<file path="src/rtl/mem_arbiter_32.sv">
// mem_arbiter_32
// Two-port arbiter and sequencer in front of a single mem_32 instance.
// Port 0 is instruction fetch. Port 1 is data load/store and has priority,
// but that priority is bounded by a starvation limit. Only one request is in
// flight at a time. Each request is checked first; a legal one is driven onto
// the mem_32 pins for one cycle, its read data is captured one cycle later,
// and the response is then held on the owning port until it is consumed.
//
// Ports
//   clk, rst_n                    clock (shared with mem_32), async active-low reset
//   req_valid/req_ready [1:0]     per-port request handshake (bit0 fetch, bit1 data)
//   req_addr  [2*ADDR_BITS-1:0]   per-port byte address
//   req_wdata [63:0]              per-port store data
//   req_wr, req_sign [1:0]        per-port store flag and load sign-extend flag
//   req_len   [3:0]               per-port length: BYTE=0, HALF=1, WORD=2, INVALID=3
//   rsp_valid/rsp_ready [1:0]     per-port response handshake
//   rsp_rdata [31:0], rsp_err     shared response payload, qualified by rsp_valid
//   mem_addr/mem_wdata/mem_wr/mem_len/mem_sign   mem_32 control/address/data pins
//   mem_rdata [31:0]              mem_32 data_out, one cycle of latency
module mem_arbiter_32 #(
  parameter int SIZE        = 1024,
  parameter int ADDR_BITS   = $clog2(SIZE),
  parameter int MAX_STREAK  = 4,
  parameter int CHECK_ALIGN = 1
) (
  input  logic                   clk,
  input  logic                   rst_n,
  input  logic [1:0]             req_valid,
  output logic [1:0]             req_ready,
  input  logic [2*ADDR_BITS-1:0] req_addr,
  input  logic [63:0]            req_wdata,
  input  logic [1:0]             req_wr,
  input  logic [3:0]             req_len,
  input  logic [1:0]             req_sign,
  output logic [1:0]             rsp_valid,
  input  logic [1:0]             rsp_ready,
  output logic [31:0]            rsp_rdata,
  output logic                   rsp_err,
  output logic [ADDR_BITS-1:0]   mem_addr,
  output logic [31:0]            mem_wdata,
  output logic                   mem_wr,
  output logic [1:0]             mem_len,
  output logic                   mem_sign,
  input  logic [31:0]            mem_rdata
);

  localparam logic [1:0] LEN_BYTE    = 2'd0;
  localparam logic [1:0] LEN_HALF    = 2'd1;
  localparam logic [1:0] LEN_WORD    = 2'd2;
  localparam logic [1:0] LEN_INVALID = 2'd3;

  localparam int              SW         = (MAX_STREAK < 1) ? 1 : $clog2(MAX_STREAK + 1);
  localparam logic [SW-1:0]   STREAK_MAX = SW'(MAX_STREAK);
  // One extra bit so that addr + nbytes cannot wrap before the bounds compare.
  localparam logic [ADDR_BITS:0] SIZE_W  = (ADDR_BITS + 1)'(SIZE);

  typedef enum logic [1:0] {
    S_IDLE  = 2'd0,
    S_ISSUE = 2'd1,
    S_WAIT  = 2'd2,
    S_RESP  = 2'd3
  } state_t;

  state_t               state_q, state_d;
  logic [SW-1:0]        streak_q, streak_d;
  logic [ADDR_BITS-1:0] addr_q, addr_d;
  logic [31:0]          wdata_q, wdata_d;
  logic                 wr_q, wr_d;
  logic [1:0]           len_q, len_d;
  logic                 sign_q, sign_d;
  logic                 id_q, id_d;
  logic [31:0]          rsp_rdata_q, rsp_rdata_d;
  logic                 rsp_err_q, rsp_err_d;

  // Per-port views of the flattened request buses.
  logic [ADDR_BITS-1:0] p_addr  [2];
  logic [31:0]          p_wdata [2];
  logic [1:0]           p_len   [2];

  for (genvar gi = 0; gi < 2; gi++) begin : g_port
    assign p_addr[gi]  = req_addr[gi*ADDR_BITS +: ADDR_BITS];
    assign p_wdata[gi] = req_wdata[gi*32 +: 32];
    assign p_len[gi]   = req_len[gi*2 +: 2];
  end

  // Port 1 wins unless port 0 is waiting and port 1 already used up its streak.
  logic grant1, any_grant, gnt_id;
  assign grant1    = req_valid[1] && !(req_valid[0] && (streak_q == STREAK_MAX));
  assign any_grant = grant1 || req_valid[0];
  assign gnt_id    = grant1;

  logic [ADDR_BITS-1:0] sel_addr;
  logic [1:0]           sel_len;
  logic [ADDR_BITS:0]   nbytes;
  logic [ADDR_BITS:0]   end_addr;
  logic                 misaligned;
  logic                 illegal;

  assign sel_addr = p_addr[gnt_id];
  assign sel_len  = p_len[gnt_id];

  always_comb begin
    nbytes = (ADDR_BITS + 1)'(4);
    case (sel_len)
      LEN_BYTE: nbytes = (ADDR_BITS + 1)'(1);
      LEN_HALF: nbytes = (ADDR_BITS + 1)'(2);
      default:  nbytes = (ADDR_BITS + 1)'(4);
    endcase
  end

  assign end_addr   = {1'b0, sel_addr} + nbytes;
  assign misaligned = (CHECK_ALIGN != 0) &&
                      (((sel_len == LEN_HALF) && sel_addr[0]) ||
                       ((sel_len == LEN_WORD) && (sel_addr[1:0] != 2'b00)));
  assign illegal    = (sel_len == LEN_INVALID) || (end_addr > SIZE_W) || misaligned;

  always_comb begin
    state_d     = state_q;
    streak_d    = streak_q;
    addr_d      = addr_q;
    wdata_d     = wdata_q;
    wr_d        = wr_q;
    len_d       = len_q;
    sign_d      = sign_q;
    id_d        = id_q;
    rsp_rdata_d = rsp_rdata_q;
    rsp_err_d   = rsp_err_q;
    req_ready   = 2'b00;
    rsp_valid   = 2'b00;

    case (state_q)
      S_IDLE: begin
        if (any_grant) begin
          req_ready[gnt_id] = 1'b1;
          addr_d      = sel_addr;
          wdata_d     = p_wdata[gnt_id];
          wr_d        = req_wr[gnt_id];
          len_d       = sel_len;
          sign_d      = req_sign[gnt_id];
          id_d        = gnt_id;
          rsp_err_d   = illegal;
          rsp_rdata_d = 32'h0;
          // The streak only grows while port 0 is actually being held off.
          if (grant1 && req_valid[0]) begin
            streak_d = (streak_q == STREAK_MAX) ? streak_q : streak_q + SW'(1);
          end else begin
            streak_d = '0;
          end
          state_d = illegal ? S_RESP : S_ISSUE;
        end
      end
      S_ISSUE: begin
        state_d = S_WAIT;
      end
      S_WAIT: begin
        rsp_rdata_d = wr_q ? 32'h0 : mem_rdata;
        state_d     = S_RESP;
      end
      S_RESP: begin
        rsp_valid[id_q] = 1'b1;
        if (rsp_ready[id_q]) begin
          state_d = S_IDLE;
        end
      end
      default: begin
        state_d = S_IDLE;
      end
    endcase
  end

  always_ff @(posedge clk or negedge rst_n) begin
    if (!rst_n) begin
      state_q     <= S_IDLE;
      streak_q    <= '0;
      addr_q      <= '0;
      wdata_q     <= '0;
      wr_q        <= 1'b0;
      len_q       <= 2'b00;
      sign_q      <= 1'b0;
      id_q        <= 1'b0;
      rsp_rdata_q <= '0;
      rsp_err_q   <= 1'b0;
    end else begin
      state_q     <= state_d;
      streak_q    <= streak_d;
      addr_q      <= addr_d;
      wdata_q     <= wdata_d;
      wr_q        <= wr_d;
      len_q       <= len_d;
      sign_q      <= sign_d;
      id_q        <= id_d;
      rsp_rdata_q <= rsp_rdata_d;
      rsp_err_q   <= rsp_err_d;
    end
  end

  // Strobes are decoded from state so they drop the instant reset asserts;
  // outside ISSUE the memory sees INVALID and simply holds its data_out.
  assign mem_addr  = addr_q;
  assign mem_wdata = wdata_q;
  assign mem_sign  = sign_q;
  assign mem_wr    = (state_q == S_ISSUE) && wr_q;
  assign mem_len   = (state_q == S_ISSUE) ? len_q : LEN_INVALID;
  assign rsp_rdata = rsp_rdata_q;
  assign rsp_err   = rsp_err_q;

endmodule

</file>
<file path="config.mk">
export PLATFORM = sky130hd
export DESIGN_NAME = mem_arbiter_32
export DESIGN_NICKNAME = d
export VERILOG_FILES = /design/src/rtl/mem_arbiter_32.sv
export SDC_FILE = /design/constraint.sdc
export NUM_CORES = 1
export LEC_CHECK = 0
export BUFFER_PORTS_ARGS = -buffer_cell sky130_fd_sc_hd__buf_2
export CAP_MARGIN = 5
export CELL_PAD_IN_SITES_DETAIL_PLACEMENT = 1
export CELL_PAD_IN_SITES_GLOBAL_PLACEMENT = 1
export CORE_AREA = 4 4 120 122
export CTS_BUF_LIST = sky130_fd_sc_hd__clkbuf_16
export DETAILED_ROUTE_END_ITERATION = 7
export DIE_AREA = 0 0 124 126
export PLACE_DENSITY = 0.78
export SETUP_SLACK_MARGIN = 0.3
export SYNTH_ARGS = -nofsm -noshare
export SYNTH_HDL_FRONTEND = slang
export SYNTH_SLANG_ARGS = --single-unit
</file>
<file path="constraint.sdc">
create_clock -name clk -period 3.8 [get_ports clk]
set_input_delay 0.19 -clock clk [delete_from_list [all_inputs] [get_ports clk]]
set_output_delay 0.19 -clock clk [all_outputs]
set_load 0.005 [all_outputs]
</file>
# Word-level counts from Yosys, hierarchy flattened
# Cells that the tools add are included.
[word_totals] reg_bits=85 in_bits=130 wordCells=83
[classes] add_sub_neg=2 n_lt_le_gt_ge=6 eq_ne=10 muxes=33 bitwise=1 n_reduce_logical=21
[op_table] operator="32-bit two-way mux" n=5
[op_table] operator="32-bit one-hot mux with 2 select lines" n=1
[op_table] operator="10-bit two-way mux" n=3
[op_table] operator="2-bit two-way mux" n=10
[op_table] operator="10-bit by 11-bit adder with 11-bit output" n=1
[op_table] operator="11-bit greater-than comparator, second input constant" n=1
[op_table] operator="2-bit equality test, second input constant" n=4
[op_table] operator="1-bit logical AND" n=8
[op_table] operator="1-bit two-way mux" n=8
[op_table] operator="2-bit one-hot mux with 4 select lines" n=1
[op_table] operator="3-bit two-way mux" n=2
[op_table] operator="2-bit != test, second input constant" n=3
[op_table] operator="3-bit one-hot mux with 2 select lines" n=1
[op_table] operator="2-bit AND reduction" n=3
[op_table] operator="2-bit by 1-bit equality test with 1-bit output, second input constant" n=2
[op_table] operator="2-bit logical NOT" n=2
[op_table] operator="1-bit logical OR" n=4
[op_table] operator="1-bit by 2-bit < comparator with 1-bit output, second input constant" n=2
[op_table] operator="2-bit nonzero test" n=2
[op_table] operator="3-bit by 1-bit adder with 3-bit output, second input constant" n=1
[op_table] operator="3-bit equality test, second input constant" n=1
[op_table] operator="3-bit AND reduction" n=1
[op_table] operator="1-bit demux with 1-bit select" n=2
[op_table] operator="1-bit >= comparator, second input constant" n=2
[op_table] operator="other kinds (3)" n=3

# Logic depth before layout (Yosys ltp)
# Gate-level depths: netlist (run 1).
[depth] depth_word=17 ltp_mapped=16 mapped_depth_nobuf=14

# Least setup slack after synthesis (run 1)
# No wires, ideal clock.
[synth_path] path_kind="register -> register" from="register streak_q[0]" to="register state_q[1]" arrival_ns=2.880 required_ns=3.644 slack_ns=0.764 stages_incl_launch_ff=15 path_buffers=3 path_cell_list="dfrtp_1 > inv_1 > ha_1 > nand3_4 > nand2_1 > buf_2 > buf_2 > buf_2 > o21ai_0 > ha_1 > nor2_1 > o2111ai_1 > or3_1 > o31ai_2 > a41oi_1"
[synth_between] elab_chain_cells=17
[synth_lines] item="start: declaration" line="65" rtl="logic [SW-1:0] streak_q, streak_d;"
[synth_lines] item="start signal: assignment" line="185" rtl="streak_q <= streak_d;"
[synth_lines] item="3-bit equality test (*)" line="88" rtl="assign grant1 = req_valid[1] && !(req_valid[0] && (streak_q == STREAK_MAX));"
[synth_lines] item="1-bit logical AND (*)" line="88"
[synth_lines] item="1-bit logical NOT (*)" line="88"
[synth_lines] item="1-bit logical AND (*)" line="88"
[synth_lines] item="1-bit NOT with 2-bit output (implied by the code)" line="99, 100"
[synth_lines] item="2-bit two-way mux (implied by the code) (3 in a row)" line="100" rtl="assign sel_len = p_len[gnt_id];"
[synth_lines] item="2-bit by 1-bit equality test with 1-bit output or 2-bit logical NOT (tied branches)" line="104, 113"
[synth_lines] item="3-bit one-hot mux with 2 select lines" line="104" rtl="case (sel_len)"
[synth_lines] item="10-bit by 11-bit adder with 11-bit output" line="111" rtl="assign end_addr = {1'b0, sel_addr} + nbytes;"
[synth_lines] item="11-bit greater-than comparator" line="115" rtl="assign illegal = (sel_len == LEN_INVALID) || (end_addr > SIZE_W) || misaligned;"
[synth_lines] item="1-bit logical OR (2 in a row)" line="115"
[synth_lines] item="2-bit two-way mux" line="149" rtl="state_d = illegal ? S_RESP : S_ISSUE;"
[synth_lines] item="2-bit two-way mux" line="133" rtl="if (any_grant) begin"
[synth_lines] item="2-bit one-hot mux with 4 select lines" line="131" rtl="case (state_q)"
[synth_lines] item="end signal: assignment" line="184" rtl="state_q <= state_d;"
[synth_lines] item="end: declaration" line="64" rtl="state_t state_q, state_d;"
# Every way passes the cells marked *; elsewhere a longest branch is shown, timed or not. The select of a mux whose other input is x is not followed.
# A chain may end at the register's enable or synchronous reset.

# Worst setup path in the final report (run 1)
# Same ends and word-level chain as after synthesis.

==> run summary, run 1 <==
CTS Hold Bufs = 0
Synth-to-layout area growth = 34.57%
Share of the synthesized area in the top cell type = 0.4959
Chip height = 126 um
R2R Path Start = streak_q[0]
Starting Density = 0.3252
Initial antenna violation count = 0
Inserted Diodes = 0
Reg2reg end = state_q[1]
Total grt overflow = 0
Rel. slew slack = 0.2602
Final hold viol count = 0
All-Layer GR Usage = 0.1803
CP endpoint kind = flip-flop
Final ANT Viol Nets = 0
CTS tree = done
Final Slew Violations = 0
Crit path DAT = 3.33 ns
Register area share after synthesis = 0.4959
FF-to-FF setup slack = 0.65 ns
Die W = 124 um
Port bufs = 212
Post-CTS Setup Bufs = 0
Top delay family on crit path = simple AND/OR/NAND/NOR gates
HPWL Detailed = 10700 um
Setup TNS = 0 ns
Syn Std Cell Area = 0.004289 mm2
WS Path Type = reg2reg
Peak VDD IR = 0.2246 mV
Reg clk slew, reported paths = 0.06 ns
Post-Place Cells = 826
PwrDens = 679.1 mW/mm2
Min Clock Period, post-route = 3.151 ns
CP Launch Type = flip-flop
Max Cap Violations = 0
Max Clk Rate = 317.3 MHz
Critical path, cell by cell = inv_1 > ha_1 > nand3_4 > nand2_2 > buf_6 > o21ai_0 > ha_1 > nor2_1 > o2111ai_1 > or3_1 > o31ai_2 > a41oi_1
Number of enable flip-flop cells after synthesis = 0
Cell taking the most area after synthesis = dfrtp_1
Clock Path Buffers = 2
Multi-input logic area = 0.002021 mm2
Synthesized net count = 602
Synthesized area per cell = 9.284 um2
Synth unique cells = 45
Final std cells w/o fill = 842
Core ar. = 0.01319 mm2
Clock latency at the later pin of the worst-skew pair = 0.34 ns
Residual DRC = 0
Post-synth top cells = nand2_1 (128), dfrtp_1 (85), o21ai_0 (53), mux2i_1 (43), nand3_1 (36)
Pre-CTS WS = 0.4504 ns
Asr flop ratio synth = 1.000
Final Power = 3.920 mW
Final setup fails = 0
Warnings, synthesis = 0
Crit-path max cell delay = 0.45 ns
Fraction of layout cells with a size suffix above 1 = 0.3649
Die area = 0.01562 mm2
Crit path buf inv count = 2
H-tree levels = 3
Reg area = 0.002127 mm2
Routability cong. = 0.8280
Fin crit share = 0.8293
Placed cell areas = 0.005499 mm2
Via count = 4109
Number of global-route vias before repair = 4531
Most common cell in the netlist = nand2_1
First DRT Iteration DRCs = 204
Leakage = 3.186 nW
Root Buffer = clkbuf_16
Worst endpoint required time = 3.98 ns
Slew @ Worst Pin = 1.110 ns
Core Rows = 42
Worst reg2reg path depth = 12
DR WL/cell = 16.57 um
Post-Synthesis Cells = 462
Via density = 4.880
Outcome = completed
Clock sinks = 85
CTS buffer count = 9
Final #Nets = 801
Main synth FF type = dfrtp_1
Final Cell Area = 0.005772 mm2
RSZ-0062 raised after global routing = no
Slowest-stage cell, CP = buf_6
First-pass GRT wire length = 22380 um
Fill count = 1614
Crit path max fanout = 43
Worst Clk Skew = 0.006105 ns
Largest net degree at the start of global routing = 86
Most common cell on crit path = ha_1
Drt pass-1 iters = 4
Final WS setup = 0.6487 ns
Seq cells post-synth = 85
IO Count = 213
Hold crit path type = in2async
Top cells by area, synth = dfrtp_1 (50%), nand2_1 (11%), mux2i_1 (10%)
Detailed Route WL = 13950 um
-- registers in the layout, indices dropped and copies added, names as in the netlist --
| name | cells |
|---|---|
| len_q | 2 |
| rsp_rdata | 32 |
| mem_sign | 1 |
| id_q | 1 |
| mem_wdata | 32 |
| mem_addr | 10 |
| rsp_err | 1 |
| wr_q | 1 |
| streak_q | 3 |
| state_q | 2 |
-- final cells by class --
class	instances	area share
timing repair buffer	217	0.1914
inverter	8	0.005203
clock buffer	9	0.03902
clock inverter	7	0.007587
multi-input combinational	340	0.3501
sequential	85	0.3685
tap	176	0.03815
-- logic make-up after synthesis --
logic type	Yosys count	synth area share
compound gates	74	0.1033
fa+ha+maj	10	0.02917
buf+inv	37	0.03734
xor+xnor	8	0.01633
mux	46	0.1109
flops	85	0.4959
simple gates	202	0.2071
-- layer usage --
layer | GRT usage | part of all wire | wire [um]
met5 | 0 | 0 | 0
met3 | 0.04126 | 0.063 | 872
met1 | 0.2088 | 0.39 | 5435
met4 | 0.06057 | 0.019 | 265
met2 | 0.3236 | 0.53 | 7375
-- placed cells by master (no fill, tap or decap), types with 3 or more instances in the layout --
cell type / n
clkbuf_16: 9
inv_1: 9
xor2_1: 4
nor2b_1: 4
nand3_1: 36
nor2_1: 9
nand2_1: 127
xnor2_1: 4
buf_2: 211
buf_4: 5
ha_1: 10
nand4_1: 3
and2_1: 4
o21ai_0: 52
nor3_1: 3
or3_1: 3
dfrtp_1: 85
mux2i_1: 43
a31oi_1: 3
-- per-stage QoR --
| step | hold WS, ns | util |
|---|---|---|
| 6_report | 0.05088 | 0.4376 |
| 2_1_floorplan | -0.1056 | - |
| 5_1_grt | 0.07004 | 0.4376 |
| 4_1_cts | 0.05776 | 0.4373 |
| 3_3_place_gp | 0.4093 | 0.4169 |
| 3_5_place_dp | 0.4193 | 0.4169 |
-- power by group --
| part | internal (mW) | switching [mW] |
|---|---|---|
| combinational | 0.631 | 0.958 |
| sequential | 1.30 | 0.222 |
| clock | 0.438 | 0.369 |
-- worst reg2reg max path: cells and delay by family, from the launching register on --
family                     cells  cell delay, ns
AOI/OAI and AO/OA              4            0.69
adders and majority gates      2            0.54
buffers and inverters          2            0.52
DFF                            1            0.41
and+or+nand+nor                4            0.84
-- how the worst max path moves through the flow --
stage | cells after the start | slack (ns) | to | startpoint
after floorplan | 14 | 0.76 | state_q[1] | streak_q[0]
after global placement | 12 | 0.62 | state_q[1] | streak_q[0]
final | 12 | 0.65 | state_q[1] | streak_q[0]
after CTS | 12 | 0.43 | state_q[1] | streak_q[0]
after global routing | 12 | 0.44 | state_q[1] | streak_q[0]
after detailed placement | 12 | 0.45 | state_q[1] | streak_q[0]
-- timing repair --
| action | 4_1_cts | 5_1_grt |
|---|---|---|
| setup endpoints to repair | 0 | 2 |
| gates resized for setup | 0 | 1 |
| hold endpoints to repair | 0 | 0 |
No activity file was read; power rests on OpenSTA's default activity.
==> inputs of run 2 (changes only) <==
- CORE_AREA: 4 4 120 122 -> 4 4 125 127
- DIE_AREA: 0 0 124 126 -> 0 0 129 131
- PLACE_DENSITY: 0.78 -> 0.76
- clock period: 3.8 -> 2.8 ns (I/O delays scaled with it)
==> run 2 against run 1 <==
Net effect: non-clock buffer count grew 17; power grew 44%; combinational power grew 46%; wire length grew 6.4%; cell area grew 5.8%; worst setup slack lost 0.55 ns; critical path depth grew 1; first-iteration DRC count shrank 11%; clock power grew 56%; sequential cell count is the same; largest power group unchanged.
==> run summary, run 2 (synthesized netlist as in run 1, its figures left out) <==
Detailed Route WL = 14840 um (+6.4%)
CTS tree = done
Final ANT Viol Nets = 0 (unchanged)
Max Clk Rate = 369.6 MHz (+16%)
RSZ-0062 raised after global routing = yes
Via count = 4148 (+0.95%)
CP Launch Type = flip-flop
Inserted Diodes = 0 (unchanged)
DR WL/cell = 17.13 um (+3.4%)
IO Count = 213 (unchanged)
First DRT Iteration DRCs = 182 (-11%)
Clock Path Buffers = 2 (unchanged)
Core Rows = 44 (+4.8%)
Port bufs = 212 (unchanged)
Die W = 129 um (+4.0%)
Slew @ Worst Pin = 1.179 ns (+0.06930 ns)
WS Path Type = reg2reg
Via density = 4.790 (-1.8%)
Pre-CTS WS = -0.08070 ns (-0.5311 ns)
Residual DRC = 0 (unchanged)
Fin crit share = 0.9663 (+0.1370)
Final Cell Area = 0.006106 mm2 (+5.8%)
Most frequent cells in the layout = buf_2 (211), nand2_1 (127), dfrtp_1 (85)
Crit path max fanout = 5 (-88%)
Outcome = completed
Drt pass-1 iters = 4 (unchanged)
All-Layer GR Usage = 0.1710 (-0.009252)
Final #Nets = 818 (+2.1%)
First-pass GRT wire length = 22830 um (+2.0%)
Routability cong. = 0.8046 (-2.8%)
Worst Clk Skew = 0.006486 ns (+0.0003811 ns)
Total grt overflow = 0 (unchanged)
Root Buffer = clkbuf_16
Die area = 0.01690 mm2 (+8.2%)
Leakage = 3.305 nW (+3.7%)
Fin Hold WS = 0.01714 ns (-0.03374 ns)
Reg clk slew, reported paths = 0.06 ns (about the same)
Clock latency at the later pin of the worst-skew pair = 0.34 ns (about the same)
HPWL Detailed = 11190 um (+4.6%)
Final Slew Violations = 0 (unchanged)
Post-Place Cells = 843 (+2.1%)
Starting Density = 0.2974 (-0.02781)
Core ar. = 0.01442 mm2 (+9.4%)
Synth-to-layout area growth = 42.36%
Crit path DAT = 2.89 ns (-0.44 ns)
Min Clock Period, post-route = 2.706 ns (-0.4456 ns)
Rel. slew slack = 0.2110 (-0.04918)
Hold crit path type = in2reg
H-tree levels = 3 (unchanged)
CTS buffer count = 9 (unchanged)
Final Power = 5.640 mW (+44%)
Placed cell areas = 0.005627 mm2 (+2.3%)
Final std cells w/o fill = 866 (+2.9%)
Clock sinks = 85 (unchanged)
Chip height = 131 um (+4.0%)
Max Cap Violations = 0 (unchanged)
Number of global-route vias before repair = 4507 (-0.53%)
Worst endpoint required time = 2.98 ns (-1.00 ns)
Final WS setup = 0.09426 ns (-0.5544 ns)
CP endpoint kind = flip-flop
Commonest non-fill, non-tap cell in the layout = buf_2
Peak VDD IR = 0.3280 mV (+46%)
Final hold viol count = 0 (unchanged)
PwrDens = 923.8 mW/mm2 (+36%)
Final setup fails = 0 (unchanged)
Initial antenna violation count = 0 (unchanged)
Fraction of layout cells with a size suffix above 1 = 0.4018 (+0.03689)
Largest net degree at the start of global routing = 86 (unchanged)
## run 2: layout make-up
cell class	count	area [um2]
Timing Repair Buffer	234	1260
Tap cell	184	230.2
Clock buffer	9	225.2
Inverter	8	30.03
Clock inverter	6	80.08
Sequential cell	85	2127
Multi-Input combinational cell	340	2153
Fill cell	1758	8318
## run 2: through the flow
| stage | setup TNS, ns | utilization |
|---|---|---|
| after global routing | -0.002840 | 0.4233 |
| after global placement | 0 | 0.3901 |
| after detailed placement | -0.1078 | 0.3901 |
| after floorplan | 0 | - |
| final | 0 | 0.4233 |
| after CTS | 0 | 0.4165 |
## run 2: what timing repair did
action / CTS / global route
hold endpoints to repair: 85 / 0
hold buffers: 1 / 0
resized for setup: 9 / 11
pin swaps: 6 / 7
endpoints found under the setup margin: 2 / 2
setup buffers: 3 / 4
## run 2: worst max-delay path, stage by stage (launching register included)
cell and delay [ns]:
dfrtp_1 0.40, inv_2 0.08, ha_4 0.15, nand3_4 0.10, nand2_8 0.14, mux2i_4 0.25, and2_4 0.18, ha_4 0.14
ha_4 0.20, nor2_4 0.07, o2111ai_1 0.09, or3_4 0.39, o31ai_4 0.25, a41oi_2 0.12
## run 2: layer usage
metal  part of all wire  wire [um]  vias up  GRT usage
met3              0.052        776       18    0.03537
met4              0.017        250        0    0.06547
li1                   -          -     2000          -
met5                  0          0        -          0
met1               0.40       5981     2011     0.2003
met2               0.53       7828      119     0.3076
## run 2: power breakdown
group	internal, mW	leakage [nW]	switching, mW	total [mW]
Clock	0.769	0.150	0.489	1.26
Combinational	0.950	2.06	1.37	2.32
Sequential	1.77	1.09	0.299	2.07
Total	3.48	3.30	2.16	5.64
## run 2: worst paths after layout
| check | start | end | slack, ns | cells after the start |
|---|---|---|---|---|
| hold / removal | mem_rdata[9] | rsp_rdata[9] | 0.02 | 3 |
| min in group asynchronous | rst_n | rsp_rdata[20] | 0.34 | 3 |
| max in group asynchronous | rst_n | mem_wdata[0] | 2.03 | 3 |
| hold reg to reg | rsp_rdata[5] | rsp_rdata[5] | 0.46 | 2 |
| setup reg to reg | streak_q[0] | state_q[1] | 0.09 | 13 |
| setup / recovery | streak_q[0] | state_q[1] | 0.09 | 13 |
